==> src/rtl/alu_issue_if.sv <==
// ---------------------------------------------------------------------------
// alu_issue_if
//   Bundles every signal between the ALU issue stage and its neighbours
//   (instruction source, register file read ports, ALU, write-back port).
//
//   modport master : the issue stage itself
//   modport slave  : the environment (instruction source, regfile, ALU)
//
//   Signals
//     instr_valid / instr / instr_ready : instruction handshake
//     rs1_addr / rs2_addr               : regfile read addresses (comb)
//     rs1_data / rs2_data               : regfile read data (comb)
//     alu_en / op_val / a / b           : ALU start pulse, op code, operands
//     alu_done / alu_out                : ALU completion and result
//     wb_en / wb_addr / wb_data         : regfile write-back strobe
//     illegal / timeout                 : one-cycle error pulses
// ---------------------------------------------------------------------------
interface alu_issue_if;
  logic        instr_valid;
  logic [31:0] instr;
  logic        instr_ready;
  logic [4:0]  rs1_addr;
  logic [4:0]  rs2_addr;
  logic [31:0] rs1_data;
  logic [31:0] rs2_data;
  logic        alu_en;
  logic [3:0]  op_val;
  logic [31:0] a;
  logic [31:0] b;
  logic        alu_done;
  logic [31:0] alu_out;
  logic        wb_en;
  logic [4:0]  wb_addr;
  logic [31:0] wb_data;
  logic        illegal;
  logic        timeout;

  modport master (
    input  instr_valid, instr, rs1_data, rs2_data, alu_done, alu_out,
    output instr_ready, rs1_addr, rs2_addr, alu_en, op_val, a, b,
           wb_en, wb_addr, wb_data, illegal, timeout
  );

  modport slave (
    output instr_valid, instr, rs1_data, rs2_data, alu_done, alu_out,
    input  instr_ready, rs1_addr, rs2_addr, alu_en, op_val, a, b,
           wb_en, wb_addr, wb_data, illegal, timeout
  );
endinterface

==> src/rtl/alu_issue_stage.sv <==
// ---------------------------------------------------------------------------
// alu_issue_stage
//   Decode/issue stage in front of the ALU. Accepts RV32I OP / OP-IMM
//   instructions, reads rs1/rs2, launches the ALU with a one-cycle alu_en,
//   waits (bounded) for alu_done and writes the result back in one cycle.
//   FSM: IDLE -> ISSUE -> WAIT -> WB -> IDLE.
//
//   Parameters
//     TIMEOUT_CYCLES : WAIT cycles allowed for alu_done before abort (>=2)
//
//   Ports
//     ck_ref : clock, rising edge
//     rst    : asynchronous, active-high reset
//     bus    : alu_issue_if.master (handshake, regfile, ALU, write-back)
//
//   Configuration macro
//     ALU_ISSUE_BYPASS_EN : when defined, the last written (rd, data) pair is
//       held and forwarded to rs1/rs2 on accept, covering a regfile that
//       commits on the write-back edge. Undefined: operands always come
//       straight from rs1_data/rs2_data.
// ---------------------------------------------------------------------------
module alu_issue_stage #(
  parameter int TIMEOUT_CYCLES = 16
) (
  input  logic        ck_ref,
  input  logic        rst,
  alu_issue_if.master bus
);

  typedef enum logic [1:0] {S_IDLE, S_ISSUE, S_WAIT, S_WB} state_t;

  typedef enum logic [3:0] {
    OP_ADD  = 4'b0001, OP_SUB = 4'b0010, OP_AND = 4'b0011, OP_OR  = 4'b0100,
    OP_XOR  = 4'b0101, OP_SLL = 4'b0110, OP_SRL = 4'b0111, OP_SRA = 4'b1000,
    OP_SLT  = 4'b1001, OP_SLTU = 4'b1010
  } alu_op_t;

  localparam int            CNT_W    = $clog2(TIMEOUT_CYCLES + 1);
  localparam logic [CNT_W-1:0] CNT_LAST = CNT_W'(TIMEOUT_CYCLES - 1);

  state_t           state, state_next;
  logic [CNT_W-1:0] wait_cnt;

  logic [4:0]  rd_q;
  logic [3:0]  op_q;
  logic [31:0] a_q, b_q;
  logic [4:0]  wb_addr_q;
  logic [31:0] wb_data_q;
  logic        illegal_q;

  logic        accept;
  logic        expired;
  logic        dec_legal;
  alu_op_t     dec_op;
  logic [31:0] dec_b;
  logic [31:0] rs1_val, rs2_val;

  // Register file addresses come straight from the instruction word.
  assign bus.rs1_addr = bus.instr[19:15];
  assign bus.rs2_addr = bus.instr[24:20];

  // -------------------------------------------------------------------------
  // Operand source (optional forwarding of the last write-back)
  // -------------------------------------------------------------------------
`ifdef ALU_ISSUE_BYPASS_EN
  logic [4:0]  byp_rd;
  logic [31:0] byp_data;

  always_ff @(posedge ck_ref or posedge rst) begin
    if (rst) begin
      byp_rd   <= '0;
      byp_data <= '0;
    end else if (state == S_WB && rd_q != 5'd0) begin
      byp_rd   <= rd_q;
      byp_data <= wb_data_q;
    end
  end

  // x0 is never forwarded: byp_rd stays 0 until a real write happens.
  assign rs1_val = (byp_rd != 5'd0 && byp_rd == bus.rs1_addr) ? byp_data : bus.rs1_data;
  assign rs2_val = (byp_rd != 5'd0 && byp_rd == bus.rs2_addr) ? byp_data : bus.rs2_data;
`else
  assign rs1_val = bus.rs1_data;
  assign rs2_val = bus.rs2_data;
`endif

  // -------------------------------------------------------------------------
  // Decode
  // -------------------------------------------------------------------------
  always_comb begin
    logic [6:0] opcode, funct7;
    logic [2:0] funct3;
    logic       is_op, is_imm, is_shift, f7_ok;

    // NOTE: every variable gets a default before any branch, so no path
    // through this block can leave a value unassigned and infer a latch.
    dec_legal = 1'b0;
    dec_op    = OP_ADD;
    dec_b     = '0;

    opcode   = bus.instr[6:0];
    funct3   = bus.instr[14:12];
    funct7   = bus.instr[31:25];
    is_op    = (opcode == 7'b0110011);
    is_imm   = (opcode == 7'b0010011);
    is_shift = (funct3 == 3'b001) || (funct3 == 3'b101);
    // 0100000 is only meaningful for SUB (register form) and SRA/SRAI.
    f7_ok    = (funct7 == 7'b0000000) ||
               (funct7 == 7'b0100000 &&
                (funct3 == 3'b101 || (is_op && funct3 == 3'b000)));

    if (is_op)       dec_legal = f7_ok;
    else if (is_imm) dec_legal = is_shift ? f7_ok : 1'b1;

    unique case (funct3)
      3'b000:  dec_op = (is_op && funct7[5]) ? OP_SUB : OP_ADD;
      3'b001:  dec_op = OP_SLL;
      3'b010:  dec_op = OP_SLT;
      3'b011:  dec_op = OP_SLTU;
      3'b100:  dec_op = OP_XOR;
      3'b101:  dec_op = funct7[5] ? OP_SRA : OP_SRL;
      3'b110:  dec_op = OP_OR;
      default: dec_op = OP_AND;
    endcase

    if (is_op)         dec_b = rs2_val;
    else if (is_shift) dec_b = {27'b0, bus.instr[24:20]};
    else               dec_b = {{20{bus.instr[31]}}, bus.instr[31:20]};
  end

  assign accept  = (state == S_IDLE) && bus.instr_valid;
  assign expired = (wait_cnt == CNT_LAST);

  // -------------------------------------------------------------------------
  // FSM: state register
  // -------------------------------------------------------------------------
  always_ff @(posedge ck_ref or posedge rst) begin
    // NOTE: sequential state uses non-blocking assignments so every register
    // samples pre-edge values, independent of statement order.
    if (rst) state <= S_IDLE;
    else     state <= state_next;
  end

  // -------------------------------------------------------------------------
  // FSM: next state
  // -------------------------------------------------------------------------
  always_comb begin
    state_next = state;
    unique case (state)
      S_IDLE:  if (accept && dec_legal) state_next = S_ISSUE;
      S_ISSUE: state_next = S_WAIT;
      // alu_done is checked first so a late done in the expiry cycle wins.
      S_WAIT:  if (bus.alu_done)  state_next = S_WB;
               else if (expired) state_next = S_IDLE;
      default: state_next = S_IDLE;
    endcase
  end

  // -------------------------------------------------------------------------
  // FSM: outputs
  // -------------------------------------------------------------------------
  always_comb begin
    // Ready is masked while rst is held so every output reads 0 in reset.
    bus.instr_ready = (state == S_IDLE) && !rst;
    bus.alu_en      = (state == S_ISSUE);
    bus.wb_en       = (state == S_WB) && (rd_q != 5'd0);
    bus.timeout     = (state == S_WAIT) && expired && !bus.alu_done;
  end

  assign bus.op_val  = op_q;
  assign bus.a       = a_q;
  assign bus.b       = b_q;
  assign bus.wb_addr = wb_addr_q;
  assign bus.wb_data = wb_data_q;
  assign bus.illegal = illegal_q;

  // -------------------------------------------------------------------------
  // Datapath registers
  // -------------------------------------------------------------------------
  always_ff @(posedge ck_ref or posedge rst) begin
    if (rst) begin
      rd_q      <= '0;
      op_q      <= '0;
      a_q       <= '0;
      b_q       <= '0;
      wb_addr_q <= '0;
      wb_data_q <= '0;
      illegal_q <= 1'b0;
      wait_cnt  <= '0;
    end else begin
      illegal_q <= accept && !dec_legal;

      // Operands only move on a legal accept, so they stay stable through
      // ISSUE and WAIT.
      if (accept && dec_legal) begin
        rd_q <= bus.instr[11:7];
        op_q <= dec_op;
        a_q  <= rs1_val;
        b_q  <= dec_b;
      end

      if (state == S_ISSUE)     wait_cnt <= '0;
      else if (state == S_WAIT) wait_cnt <= wait_cnt + 1'b1;

      // Write-back address/data load on the way into WB and then hold.
      if (state == S_WAIT && bus.alu_done) begin
        wb_addr_q <= rd_q;
        wb_data_q <= bus.alu_out;
      end
    end
  end

endmodule

==> src/flat_wrapper.sv <==
// flat-port wrapper written by rule: the top's interface ports become plain ports
module alu_issue_stage_flat 
#(
  parameter int TIMEOUT_CYCLES = 16
)
  (ck_ref, rst, bus_instr_valid, bus_instr, bus_rs1_data, bus_rs2_data, bus_alu_done, bus_alu_out, bus_instr_ready, bus_rs1_addr, bus_rs2_addr, bus_alu_en, bus_op_val, bus_a, bus_b, bus_wb_en, bus_wb_addr, bus_wb_data, bus_illegal, bus_timeout);
  alu_issue_if bus_i ();
  input  logic ck_ref;
  input  logic rst;
  input wire logic [$bits(bus_i.instr_valid)-1:0] bus_instr_valid;
  input wire logic [$bits(bus_i.instr)-1:0] bus_instr;
  input wire logic [$bits(bus_i.rs1_data)-1:0] bus_rs1_data;
  input wire logic [$bits(bus_i.rs2_data)-1:0] bus_rs2_data;
  input wire logic [$bits(bus_i.alu_done)-1:0] bus_alu_done;
  input wire logic [$bits(bus_i.alu_out)-1:0] bus_alu_out;
  output wire logic [$bits(bus_i.instr_ready)-1:0] bus_instr_ready;
  output wire logic [$bits(bus_i.rs1_addr)-1:0] bus_rs1_addr;
  output wire logic [$bits(bus_i.rs2_addr)-1:0] bus_rs2_addr;
  output wire logic [$bits(bus_i.alu_en)-1:0] bus_alu_en;
  output wire logic [$bits(bus_i.op_val)-1:0] bus_op_val;
  output wire logic [$bits(bus_i.a)-1:0] bus_a;
  output wire logic [$bits(bus_i.b)-1:0] bus_b;
  output wire logic [$bits(bus_i.wb_en)-1:0] bus_wb_en;
  output wire logic [$bits(bus_i.wb_addr)-1:0] bus_wb_addr;
  output wire logic [$bits(bus_i.wb_data)-1:0] bus_wb_data;
  output wire logic [$bits(bus_i.illegal)-1:0] bus_illegal;
  output wire logic [$bits(bus_i.timeout)-1:0] bus_timeout;
  assign bus_i.instr_valid = bus_instr_valid;
  assign bus_i.instr = bus_instr;
  assign bus_i.rs1_data = bus_rs1_data;
  assign bus_i.rs2_data = bus_rs2_data;
  assign bus_i.alu_done = bus_alu_done;
  assign bus_i.alu_out = bus_alu_out;
  assign bus_instr_ready = bus_i.instr_ready;
  assign bus_rs1_addr = bus_i.rs1_addr;
  assign bus_rs2_addr = bus_i.rs2_addr;
  assign bus_alu_en = bus_i.alu_en;
  assign bus_op_val = bus_i.op_val;
  assign bus_a = bus_i.a;
  assign bus_b = bus_i.b;
  assign bus_wb_en = bus_i.wb_en;
  assign bus_wb_addr = bus_i.wb_addr;
  assign bus_wb_data = bus_i.wb_data;
  assign bus_illegal = bus_i.illegal;
  assign bus_timeout = bus_i.timeout;
  alu_issue_stage #(.TIMEOUT_CYCLES(TIMEOUT_CYCLES)) u_core (.ck_ref(ck_ref), .rst(rst), .bus(bus_i));
endmodule
==> config.mk <==
export PLATFORM = sky130hd
export DESIGN_NAME = alu_issue_stage_flat
export DESIGN_NICKNAME = d
export VERILOG_FILES = /design/src/rtl/alu_issue_if.sv /design/src/rtl/alu_issue_stage.sv /design/src/flat_wrapper.sv
export SDC_FILE = /design/constraint.sdc
export NUM_CORES = 1
export LEC_CHECK = 0
export CORE_ASPECT_RATIO = 1.25
export CORE_MARGIN = 10
export CORE_UTILIZATION = 45
export DETAILED_ROUTE_END_ITERATION = 8
export GPL_ROUTABILITY_DRIVEN = 1
export PLACE_DENSITY_LB_ADDON = 0.15
export SLEW_MARGIN = 20
export SYNTH_ARGS = -nofsm -noshare
export SYNTH_HDL_FRONTEND = slang
export SYNTH_SLANG_ARGS = --single-unit
export TNS_END_PERCENT = 1
==> constraint.sdc <==
create_clock -name ck_ref -period 12 [get_ports ck_ref]
set_clock_uncertainty 0.15 [all_clocks]
set_input_delay 2.4 -clock ck_ref [delete_from_list [all_inputs] [get_ports ck_ref]]
set_output_delay 2.4 -clock ck_ref [all_outputs]
set_load 0.02 [all_outputs]
### Word level (Yosys, flattened, before mapping)

Index checks and enable logic that the tools add are counted.

| operators by class | value |
|---|---|
| add/sub/neg operators | 1 |
| mux-type cells | 14 |
| reduce and logical (&&, ||, !) cells | 23 |
| eq/ne operators | 15 |

Operator list:

| cell | number |
|---|---|
| 32-bit 2-to-1 mux | 2 |
| 4-bit one-hot mux with 7 select lines | 1 |
| 7-bit by 6-bit equality test with 1-bit output, second input constant | 2 |
| 1-bit logical AND | 11 |
| 5-bit 2-to-1 mux | 2 |
| 3-bit equality test, second input constant | 3 |
| 2-bit 2-to-1 mux | 4 |
| 7-bit by 5-bit equality test with 1-bit output, second input constant | 1 |
| 7-bit logical NOT | 1 |
| 3-bit by 2-bit equality test with 1-bit output, second input constant | 2 |
| 2-bit one-hot mux with 3 select lines | 1 |
| 5-bit by 1-bit adder with 5-bit output, second input constant | 1 |
| 5-bit by 4-bit equality test with 1-bit output, second input constant | 1 |
| 5-bit nonzero test | 1 |
| 2-bit equality test, second input constant | 2 |
| 4-bit 2-to-1 mux | 1 |
| 3-bit by 1-bit equality test with 1-bit output, second input constant | 1 |
| 1-bit logical NOT | 3 |
| 3-bit logical NOT | 1 |
| 1-bit logical OR | 3 |
| 1-bit 2-to-1 mux | 3 |
| 3-bit by 2-bit != test with 1-bit output, second input constant | 1 |
| 2-bit by 1-bit equality test with 1-bit output, second input constant | 1 |
| 2-bit logical NOT | 1 |
| 3 further kinds | 3 |

| storage, ports and cells | value |
|---|---|
| word-level logic and storage cells | 62 |
| output and inout port bits | 120 |
| bits of input ports | 132 |
| register bits after elaboration | 118 |

### Logic depth before layout (Yosys ltp)

| logic depth | value |
|---|---|
| word-level depth | 11 |
| mapped depth | 8 |

### Least setup slack after synthesis

Ideal clock, no wire load.

| timing path | value |
|---|---|
| path type | input -> output |
| start | in bus_alu_done |
| end | out bus_timeout |
| buffers on the path | 0 |
| arrival | 2836 ps |
| cell stages on the path | 2 |
| setup slack | 6614 ps |
| path through | nand2b_1 nor2_1 |

| between the ends | value |
|---|---|
| longest elaborated chain between the ends | 2 |

Ends and longest elaborated chain:

| item | line | text |
|---|---|---|
| from (decl) | flat_wrapper.sv:14 | `input wire logic [$bits(bus_i.alu_done)-1:0] bus_alu_done;` |
| 1-bit logical NOT | alu_issue_stage.sv:167 | `bus.timeout = (state == S_WAIT) && expired && !bus.alu_done;` |
| 1-bit logical AND | alu_issue_stage.sv:167 |  |
| to (decl) | flat_wrapper.sv:27 | `output wire logic [$bits(bus_i.timeout)-1:0] bus_timeout;` |

Every way passes these cells.

### Final worst setup path

Same ends and word-level chain as after synthesis.

==> impl_metrics.py <==
metrics = {
    "floorplanning": {
        "core_area_um2": 11670,
        "dieHeight_um": 142.5,
        "start_util_pct": 46.26,
        "fp-row-count": 44,
        "die_area_um2": 16810,
        "die_w_um": 118.0,
        "ios": 252,
    },
    "flow_run": {
        "maxCapViolations": 0,
    },
    "timing": {
        "drv_slew": 0,
        "setup-violations-final": 0,
        "final.setup.worst_slack_ns": 5.718,
        "clock.fmax_mhz": 159.2,
        "maxSlewHeadroom_pct": 38.13,
        "holdWs_ns": 0.3528,
        "worst_pin_slew_ns": 0.9280,
        "hold_viol": 0,
        "fin_tns_setup_ns": 0,
        "period_share_pct": 52.35,
        "period_needed_ns": 6.282,
        "rsz0062_at_grt": "no",
    },
    "critical_path": {
        "slowest_delay_ns": 0.62,
        "worst-setup-path-type": "in -> out",
        "crit_slowest_cell": "clkdlybuf4s50_1",
        "cp-end-kind": "output pin",
        "crit_arrival_ns": 3.73,
        "crit_path_frequent_cell": "clkdlybuf4s50_1",
        "path_cells": "clkdlybuf4s50_1, nand2b_1, nor2_1, clkdlybuf4s50_1",
        "cp.required_ns": 9.45,
        "path_buf_inv": 2,
        "worst-path-max-fanout": 3,
        "start_kind": "primary input",
        "crit_family": "buffers and inverters",
    },
    "placed_design": {
        "numPortBuffers": 241,
        "post-place-ws_ns": 5.713,
        "hpwl_um": 11770,
        "place_congestion": 0.8023,
        "dpl-instance-area_um2": 7794,
    },
    "finish": {
        "layout-drive-gt1-share_pct": 19.69,
        "syn_to_final_growth_pct": 56.27,
        "stdcell_area_um2": 8437,
        "num_antenna_cells": 0,
        "nets": 781,
    },
    "global_route": {
        "grt_pass1_vias": 4400,
        "grt_max_degree": 70,
        "antenna_found_initial": 0,
        "grt_usage_pct": 18.52,
        "grt_first_pass_wirelength_um": 24850,
        "grt_overflow": 0,
    },
    "power_and_ir_drop": {
        "power.density_nw_per_um2": 185.1,
        "leakage_nw": 3.781,
        "irDropWorstVdd_mv": 0.1340,
        "total_power_mw": 1.562,
    },
    "logic_synthesis": {
        "synth_area_um2": 5399,
        "ys_ff_latch": 118,
        "yosysSeqAreaShare_pct": 54.69,
        "yosysWarnings": 0,
        "synth.avg_cell_area_um2": 13.20,
        "synthCells": 409,
        "synth_nets": 548,
        "netlist.area_leader.share_pct": 54.69,
        "yosys_most_used_dff": "dfrtp_1",
        "synthArstFlopShare_pct": 100.0,
        "synth_edf_count": 0,
        "ys_types": 30,
        "yosysTopAreaCell": "dfrtp_1",
        "synth_most_common_cell": "dfrtp_1",
        "synthTopCellsByArea": "dfrtp_1, mux2_4, mux2_2",
        "synth_commonest_cells": "dfrtp_1, mux2_4, mux2_2",
    },
    "detailed_routing": {
        "dr_total_vias": 3998,
        "vias_per_cell": 4.900,
        "wl_met3_um": 1345,
        "top_layer_used": "met4",
        "drc": 0,
        "postRouteAntennaNets": 0,
        "drt_iter0_drc": 175,
        "drt_pass1_iterations": 4,
        "wl_per_cell_um": 19.31,
        "met1_length_um": 6159,
        "wl_met2_um": 8158,
        "drt-total-wl_um": 15760,
    },
    "clock_network": {
        "clock_latency_ns": 0.40,
        "cts_setup_buffers": 0,
        "clk_transition_reported_paths_ns": 0.05,
        "cts_tree": "yes",
        "cts_sinks": 118,
        "hold_buffers": 0,
        "ctsResizeCount": 0,
        "htree_levels": 4,
        "cts-buffers-inserted": 17,
        "clockBufferDepth": 2,
        "clockRootBuffer": "clkbuf_16",
    },
    "min_path": {
        "hold_class": "reg -> reg",
    },
    "outcome": {
        "status": "complete, no violations",
    },
}
-- final timing paths --
check | endpoint | from | depth (start not counted) | slack, ns
min in group asynchronous | u_core.bus.wb_data[12] | rst | 2 | 2.32
min | u_core.bus.wb_data[22] | u_core.bus.wb_data[22] | 1 | 0.35
max in group asynchronous | u_core.bus.a[5] | rst | 3 | 8.07
max reg2reg | u_core.bus.op_val[3] | u_core.state[1] | 6 | 9.42
max | bus_timeout | bus_alu_done | 4 | 5.72
min reg2reg | u_core.bus.wb_data[22] | u_core.bus.wb_data[22] | 1 | 0.35
-- layer usage --
metal,GRT usage (%),up-vias
met3,7.701,8
met5,0,-
met2,31.32,167
li1,-,1843
met1,21.20,1980
met4,5.085,0
-- report_power, final --
group          switching (mW)  internal (mW)
logic                   0.228          0.262
clock network           0.179          0.365
registers              0.0467          0.482
-- final cells by class --
type,instances,area (um2)
inverters,31,118.9
clock buffers,21,470.5
fillers,834,3234
clock inverters,11,171.4
repair buffers,245,2442
multi-input cells,229,2079
well taps,161,201.4
flip-flops and latches,118,2953
-- cells in the final DEF (no fill, tap or decap), types with 2 or more instances in the layout --
| cell type | netlist | final |
|---|---|---|
| a21oi_1 | 25 | 25 |
| and3_1 | 5 | 4 |
| buf_4 | 10 | 4 |
| bufinv_16 | 0 | 4 |
| clkbuf_16 | 0 | 17 |
| clkbuf_8 | 0 | 3 |
| clkdlybuf4s50_1 | 0 | 241 |
| clkinv_2 | 0 | 2 |
| clkinv_4 | 0 | 2 |
| clkinvlp_4 | 0 | 2 |
| dfrtp_1 | 118 | 118 |
| ha_1 | 7 | 7 |
| inv_1 | 31 | 30 |
| mux2_2 | 41 | 41 |
| mux2_4 | 47 | 47 |
| mux2i_1 | 25 | 25 |
| nand2_1 | 35 | 35 |
| nand2b_1 | 4 | 4 |
| nand3_1 | 6 | 6 |
| nor2_1 | 8 | 8 |
| nor2b_1 | 5 | 5 |
| o21a_1 | 3 | 3 |
| o21ai_0 | 6 | 6 |
| o22ai_1 | 2 | 2 |
| or4_1 | 2 | 2 |
-- logic make-up after synthesis --
family	after synthesis	share of synthesized area (%)
buffers and inverters	62	6.929
AO/OA/AOI/OAI	41	4.450
AND/OR/NAND/NOR	68	6.049
adder cells (fa/ha/maj)	7	1.622
multiplexers	113	26.26
flip-flops	118	54.69
-- worst reg2reg max path, delay by kind of cell (launching register included) --
kind | cells | cell delay, ns
multiplexers | 1 | 0.44
AND/OR/NAND/NOR | 2 | 0.29
buffers and inverters | 2 | 0.90
flip-flops | 1 | 0.42
adder cells (fa/ha/maj) | 1 | 0.27
-- through the flow --
step                      cells  utilization [%]
after floorplan             409                -
after global placement      784            66.78
after detailed placement    784            66.78
after CTS                   816            72.28
after global routing        816            72.29
final                       816            72.29
-- sequential cells by signal (all words and copies together), names as in the netlist, 2 cells and up --
| register | cells |
|---|---|
| u_core.bus.op_val | 4 |
| u_core.state | 2 |
| u_core.bus.a | 32 |
| u_core.bus.wb_data | 32 |
| u_core.bus.b | 32 |
| u_core.rd_q | 5 |
| u_core.bus.wb_addr | 5 |
| u_core.wait_cnt | 5 |
Power figures use the tool's default switching activity.
